## config.mk

```make
export PLATFORM = sky130hd
export DESIGN_NAME = mem_port_arbiter
export DESIGN_NICKNAME = d
export VERILOG_FILES = /design/src/rtl/mem_port_arbiter.sv
export SDC_FILE = /design/constraint.sdc
export NUM_CORES = 1
export LEC_CHECK = 0
export CAP_MARGIN = 5
export CORE_ASPECT_RATIO = 0.9
export CORE_MARGIN = 1
export CORE_UTILIZATION = 42
export CTS_CLUSTER_DIAMETER = 30
export DETAILED_ROUTE_END_ITERATION = 8
export GPL_TIMING_DRIVEN = 0
export PLACE_DENSITY = 0.86
export SLEW_MARGIN = 5
export SYNTH_ARGS = -nofsm -noshare
export SYNTH_HDL_FRONTEND = slang
export SYNTH_SLANG_ARGS = --single-unit
export TNS_END_PERCENT = 1
```

## constraint.sdc

```tcl
create_clock -name clk -period 9.05 [get_ports clk]
set_clock_uncertainty 0.05 [all_clocks]
set_input_delay 1.81 -clock clk [delete_from_list [all_inputs] [get_ports clk]]
set_output_delay 1.81 -clock clk [all_outputs]
set_load 0.02 [all_outputs]
```

## src/rtl/mem_port_arbiter.sv

```systemverilog
`default_nettype none
// +--------------------------------------------------------------------------+
// | mem_port_arbiter                                                         |
// | Two-requester req/ack arbiter in front of a single-port synchronous      |
// | data memory: issue, read-latency wait, one-cycle ack with read data.     |
// | Optional macro ARB_FIXED_PRIO_EN: r0 wins every tie (else round-robin).  |
// | Revision: 1.0  initial release                                           |
// +--------------------------------------------------------------------------+
module mem_port_arbiter #(
    parameter int AW     = 32,
    parameter int DW     = 32,
    parameter int RD_LAT = 1
) (
    input  logic          clk,
    input  logic          reset,
    input  logic          r0_req,
    input  logic          r0_we,
    input  logic [AW-1:0] r0_addr,
    input  logic [DW-1:0] r0_wdata,
    output logic          r0_ack,
    output logic [DW-1:0] r0_rdata,
    input  logic          r1_req,
    input  logic          r1_we,
    input  logic [AW-1:0] r1_addr,
    input  logic [DW-1:0] r1_wdata,
    output logic          r1_ack,
    output logic [DW-1:0] r1_rdata,
    output logic          mem_en,
    output logic          mem_wen,
    output logic [AW-1:0] mem_addr,
    output logic [DW-1:0] mem_wdata,
    input  logic [DW-1:0] mem_rdata,
    output logic          busy,
    output logic          last_grant
);

    localparam int CNT_W = 2;

    typedef enum logic [1:0] {
        S_IDLE  = 2'd0,
        S_ISSUE = 2'd1,
        S_WAIT  = 2'd2,
        S_DONE  = 2'd3
    } state_t;

    state_t           state_q, state_d;
    logic [CNT_W-1:0] cnt_q, cnt_d;
    logic             grant_q, grant_d;
    logic             we_q, we_d;
    logic             last_grant_q, last_grant_d;
    logic             mem_en_q, mem_en_d;
    logic             mem_wen_q, mem_wen_d;
    logic [AW-1:0]    mem_addr_q, mem_addr_d;
    logic [DW-1:0]    mem_wdata_q, mem_wdata_d;
    logic             r0_ack_q, r0_ack_d;
    logic             r1_ack_q, r1_ack_d;
    logic [DW-1:0]    r0_rdata_q, r0_rdata_d;
    logic [DW-1:0]    r1_rdata_q, r1_rdata_d;
    logic             w_arb_g;

    // Tie-break only matters when both requesters are asking at once.
    always_comb begin
        w_arb_g = r1_req;
        if (r0_req && r1_req) begin
`ifdef ARB_FIXED_PRIO_EN
            w_arb_g = 1'b0;
`else
            w_arb_g = ~last_grant_q;
`endif
        end
    end

    always_comb begin
        state_d      = state_q;
        cnt_d        = cnt_q;
        grant_d      = grant_q;
        we_d         = we_q;
        last_grant_d = last_grant_q;
        mem_en_d     = mem_en_q;
        mem_wen_d    = mem_wen_q;
        mem_addr_d   = mem_addr_q;
        mem_wdata_d  = mem_wdata_q;
        r0_ack_d     = 1'b0;
        r1_ack_d     = 1'b0;
        r0_rdata_d   = '0;
        r1_rdata_d   = '0;
        case (state_q)
            S_IDLE: begin
                mem_en_d  = 1'b0;
                mem_wen_d = 1'b0;
                if (r0_req || r1_req) begin
                    grant_d     = w_arb_g;
                    we_d        = w_arb_g ? r1_we    : r0_we;
                    mem_addr_d  = w_arb_g ? r1_addr  : r0_addr;
                    mem_wdata_d = w_arb_g ? r1_wdata : r0_wdata;
                    mem_en_d    = 1'b1;
                    mem_wen_d   = w_arb_g ? r1_we : r0_we;
                    state_d     = S_ISSUE;
                end
            end
            S_ISSUE: begin
                mem_en_d  = 1'b0;
                mem_wen_d = 1'b0;
                if (we_q) begin
                    r0_ack_d = ~grant_q;
                    r1_ack_d = grant_q;
                    state_d  = S_DONE;
                end else begin
                    cnt_d   = CNT_W'(RD_LAT - 1);
                    state_d = S_WAIT;
                end
            end
            S_WAIT: begin
                if (cnt_q == '0) begin
                    r0_ack_d   = ~grant_q;
                    r1_ack_d   = grant_q;
                    r0_rdata_d = grant_q ? '0 : mem_rdata;
                    r1_rdata_d = grant_q ? mem_rdata : '0;
                    state_d    = S_DONE;
                end else begin
                    cnt_d = cnt_q - 1'b1;
                end
            end
            S_DONE: begin
                last_grant_d = grant_q;
                state_d      = S_IDLE;
            end
            default: state_d = S_IDLE;
        endcase
    end

    always_ff @(posedge clk or posedge reset) begin
        if (reset) begin
            state_q      <= S_IDLE;
            cnt_q        <= '0;
            grant_q      <= 1'b0;
            we_q         <= 1'b0;
            last_grant_q <= 1'b1;
            mem_en_q     <= 1'b0;
            mem_wen_q    <= 1'b0;
            mem_addr_q   <= '0;
            mem_wdata_q  <= '0;
            r0_ack_q     <= 1'b0;
            r1_ack_q     <= 1'b0;
            r0_rdata_q   <= '0;
            r1_rdata_q   <= '0;
        end else begin
            state_q      <= state_d;
            cnt_q        <= cnt_d;
            grant_q      <= grant_d;
            we_q         <= we_d;
            last_grant_q <= last_grant_d;
            mem_en_q     <= mem_en_d;
            mem_wen_q    <= mem_wen_d;
            mem_addr_q   <= mem_addr_d;
            mem_wdata_q  <= mem_wdata_d;
            r0_ack_q     <= r0_ack_d;
            r1_ack_q     <= r1_ack_d;
            r0_rdata_q   <= r0_rdata_d;
            r1_rdata_q   <= r1_rdata_d;
        end
    end

    assign r0_ack     = r0_ack_q;
    assign r1_ack     = r1_ack_q;
    assign r0_rdata   = r0_rdata_q;
    assign r1_rdata   = r1_rdata_q;
    assign mem_en     = mem_en_q;
    assign mem_wen    = mem_wen_q;
    assign mem_addr   = mem_addr_q;
    assign mem_wdata  = mem_wdata_q;
    assign busy       = (state_q != S_IDLE);
    assign last_grant = last_grant_q;

endmodule
`default_nettype wire

```

Word-level counts from Yosys, hierarchy flattened. Cells that the tools add are included.

Flip-flop bits (word level): 139. Logic and storage cells: 60.

Mux-type cells: 27. Reduce and logical (&&, ||, !) cells: 10. Equal/unequal tests: 7. Bitwise gates (word level): 2. Add/subtract/negate cells: 1.

Operators with widths (number): two-way mux 32 bit (8); two-way mux 1 bit (9); two-way mux 2 bit (4); != test 2 bit (second input constant) (4); case mux 1 bit (2 select lines) (4); case mux 2 bit (4 select lines) (1); nonzero test 2 bit (3); == test 2 bit (second input constant) (2); zero test 2 bit (2); case mux 2 bit (2 select lines) (1); AND reduction 2 bit (2); AND reduction 3 bit (1); == test 2 x 1 -> 1 bit (second input constant) (1); inverter 1 bit (2); subtractor 2 x 1 -> 2 bit (second input constant) (1); logical AND 1 bit (1); logical OR 1 bit (1).

Logic depth before layout (Yosys ltp).
Depth in word-level cells: 5. Mapped depth: 7. Mapped depth without buffers: 5.

Least setup slack after synthesis. Ideal clock, no wire load.

Path type: input -> register. From: input port r1_req. To: register mem_addr_q[12], in the netlist mem_addr[12]. Cell stages on the path: 6. Library setup time: 132 ps. Buffers on the path: 3. Arrival time: 2627 ps. Setup slack: 6240 ps. Cells stage by stage: a21bo_1 buf_2 buf_6 buf_6 mux2i_1 o21ai_1.

Longest elaborated chain between the ends: 3. Elaborated cells between the ends (all ways): 5. Those cells by class: 2 x mux; 3 x reduce/logical.

Ends and longest elaborated chain: start, declared (RTL line 22) `input logic r1_req,`; logical AND 1 bit (RTL line 64) `if (r0_req && r1_req) begin`; two-way mux 1 bit (RTL line 64); two-way mux 32 bit (RTL line 94) `mem_addr_d = w_arb_g ? r1_addr : r0_addr;`; end signal, assigned (RTL line 155) `mem_addr_q <= mem_addr_d;`; end, declared (RTL line 53) `logic [AW-1:0] mem_addr_q, mem_addr_d;`.

Parallel ways exist; a longest one is shown, timed or not. A chain may end at the register's enable or synchronous reset.

Final worst setup path.
From: register state_q[0]. To: output port busy.

Longest elaborated chain between the ends: 1.

Ends and longest elaborated chain: start, declared (RTL line 46) `state_t state_q, state_d;`; start signal, assigned (RTL line 148) `state_q <= state_d;`; nonzero test 2 bit (RTL line 172) `assign busy = (state_q != S_IDLE);`; end, declared (RTL line 33) `output logic busy,`.

Every way passes these cells.

==> summary.md <==
| Metric | Value |
|---|---|
| Status | `finished, final reports clean` |
| HP Class | `register to register` |
| Clk root buf | `clkbuf_16` |
| First-pass GRT wire length | `26100 microns` |
| Setup TNS | `0 ns` |
| Max VDD drop | `0.000188 V` |
| Mux cell area share after synthesis | `12.4%` |
| Multi-input logic area | `1860 sq um` |
| Total number of vias | `4873` |
| Num CTS Buffers | `17` |
| Final Hold Viols | `0` |
| XOR/XNOR Fraction of Synth Area | `0%` |
| RR Startpoint | `state_q[0]` |
| Post-synth top area cell | `dfrtp_1` |
| Adder-cell area share of the yosys netlist | `1.36%` |
| Num Clock Sinks | `139` |
| R2R Setup Slk | `7.06 ns` |
| CTS H-tree lvls | `4` |
| Part of the cycle the worst path needs | `42.3%` |
| Post-Synthesis Cells | `507` |
| Setup slack at placement | `5.39 ns` |
| Final WS setup | `5.22 ns` |
| Num rows | `39` |
| Critical path required time | `7.19 ns` |
| Crit-path max FO | `5` |
| Post-DP HPWL | `12900 microns` |
| Register area | `3480 sq um` |
| DR WL/cell | `16.7 microns` |
| Syn. warnings | `0` |
| Hold-fix buffers, CTS | `0` |
| Post-Route WL | `16800 microns` |
| Top cells by count, synth | `138 x dfrtp_1, 104 x nand2_1, 68 x nor2_1` |
| Main combinational cell family by area after synthesis | `multiplexers` |
| Crit path capture type | `output port` |
| Detail Route Antenna Nets | `0` |
| Bufs on Longest Clock Path | `2` |
| Initial antenna violation count | `0` |
| Fill cell count | `881` |
| Setup Viol. Count Final | `0` |
| EDFF count, synth | `0` |
| Most common cell in the netlist | `dfrtp_1` |
| Post-synth net total | `679` |
| P&R area growth vs syn | `69.0%` |
| PortBufs | `299` |
| DIE HEIGHT | `111 microns` |
| Mapped Area | `5540 sq um` |
| Diode count | `0` |
| Critical path class | `register to output port` |
| GRT overflow | `0` |
| P_leak | `4.34 nW` |
| Post-synth cell types | `28` |
| FF-to-FF path depth | `7` |
| Die width | `123 microns` |
| Worst Path Arrival | `1.97 ns` |
| Share of cells above drive strength 1 | `6.32%` |
| Synth Area in Compound Gates | `7.52%` |
| TritonCTS clock tree | `done` |
| Worst Tran Pin Value | `0.592 ns` |
| Max Freq | `261 MHz` |
| Fraction of registers with async set/reset | `100%` |
| Iter 0 DRT Violations | `353` |
| Area share of the largest cell type after synthesis | `62.3%` |
| Starting density of the core | `43.3%` |
| Synth area leaders | `dfrtp_1 62%, mux2i_1 12%, nand2_1 7.0%, nor2_1 4.6%, o21ai_1 3.6%` |
| Die area | `13700 sq um` |
| Critical hold path startpoint | `mem_wdata[23]` |
| Core area | `12800 sq um` |
| Critical Path Start Type | `register` |
| Synth Register Bits | `139` |
| Maxcap violations | `0` |
| Final nets | `998` |
| Register area share after synthesis | `62.8%` |
| Worst Hold Depth | `2` |
| Vias per cell | `4.86` |
| DR pass1 iterations | `6` |
| Post-CTS sizing | `0` |
| GPL Wtd Cong | `0.824` |
| DRC viols | `0` |
| Unrepaired setup endpoints after global routing | `no` |
| Cell Pwr Density | `314 nW/um^2` |
| Clock-pin slew on the worst setup and hold paths | `0.06 ns` |
| Vias in the first global route | `5087` |
| Pin count of the biggest net entering global routing | `78` |
| Skew-Pair Late Insertion Delay | `0.41 ns` |
| Relative slew slack | `60.5%` |
| Post-CTS setup buffer count | `0` |
| Num ports | `300` |
| Synth Area in Simple Gates | `12.3%` |
| GRT Util Overall | `25.7%` |
| Crit Reg-Reg Endpoint | `mem_wdata[12]` |
| Hold EP | `mem_wdata[23]` |
| Primary FF master, synth | `dfrtp_1` |
| Syn avg cell area | `10.9 sq um` |
| Final min period | `3.83 ns` |
| Slew Limit Fails | `0` |
[cells in the final DEF (no fill, tap or decap), types with 3 or more instances in the layout]
cell               n
clkbuf_1          12
clkinv_2           3
clkinvlp_4         3
buf_2              9
nand2_1          104
clkbuf_16         17
buf_4              3
nor2_1            68
o21ai_1           40
mux2_2             3
ha_1               6
inv_1              5
dfrtp_1          138
buf_6              5
buf_1              5
mux2i_1           65
o21ai_0           28
clkdlybuf4s50_1  299
bufinv_16          3
[sequential cells by signal, summed over array words and instances, names as in the netlist, 2 cells and up]
signal     count
r0_rdata      32
r1_rdata      32
cnt_q          2
mem_wdata     32
state_q        2
mem_addr      32
[through the flow]
stage | util, % | area [sq um] | power [W] | cells | hold slack [ns]
floorplan | - | 5540 | 0.00161 | 507 | 0.409
global placement | 68.4 | 8740 | 0.00221 | 970 | 0.412
detailed placement | 68.6 | 8770 | 0.00226 | 971 | 0.420
CTS | 73.2 | 9360 | 0.00297 | 1002 | 0.432
global route | 73.2 | 9360 | 0.00311 | 1002 | 0.450
finish | 73.2 | 9360 | 0.00294 | 1002 | 0.429
[cells by family (layout without fill, tap and decap cells)]
kind of cell	count (synthesis)	after routing
adder cells (fa/ha/maj)	6	6
AO/OA/AOI/OAI	78	78
flip-flops	139	139
multiplexers	68	68
buffers and inverters	38	369
AND/OR/NAND/NOR	178	178
[area by class of cell]
| cell class | count | share of cell area (%) |
|---|---|---|
| Tap cell | 164 | 2.19 |
| Inverter | 6 | 0.294 |
| Multi-Input combinational cell | 330 | 19.8 |
| Timing Repair Buffer | 300 | 32.3 |
| Clock buffer | 20 | 4.77 |
| Buffer | 32 | 1.92 |
| Clock inverter | 11 | 1.55 |
| Sequential cell | 139 | 37.2 |
[worst max-delay path by stage]
stage	startpoint	to	slack (ns)
4_1_cts	state_q[0]	busy	5.19
5_1_grt	state_q[0]	busy	5.10
3_3_place_gp	reset	mem_wdata[16]	1.91
2_1_floorplan	reset	cnt_q[0]	3.47
6_report	state_q[0]	busy	5.22
3_5_place_dp	r1_req	mem_wdata[5]	5.39
[critical path, cell delays in order, from the launching register on]
cell	delay [ns]
dfrtp_1	0.40
inv_1	0.11
ha_1	0.28
inv_1	0.13
clkdlybuf4s50_1	0.64
[power by group]
part	switching, W	internal, W
Combinational	0.000724	0.000582
Sequential	0.000109	0.000835
Clock	0.000254	0.000438
[layer usage]
layer / vias to the layer above / track usage [%] / share of wire [%]
met5: - / 0 / 0
li1: 2309 / - / -
met1: 2349 / 28.3 / 37
met4: 0 / 10.1 / 2.2
met3: 21 / 8.18 / 7.8
met2: 194 / 45.3 / 53
Note: power is estimated with default switching activity, not from simulation.
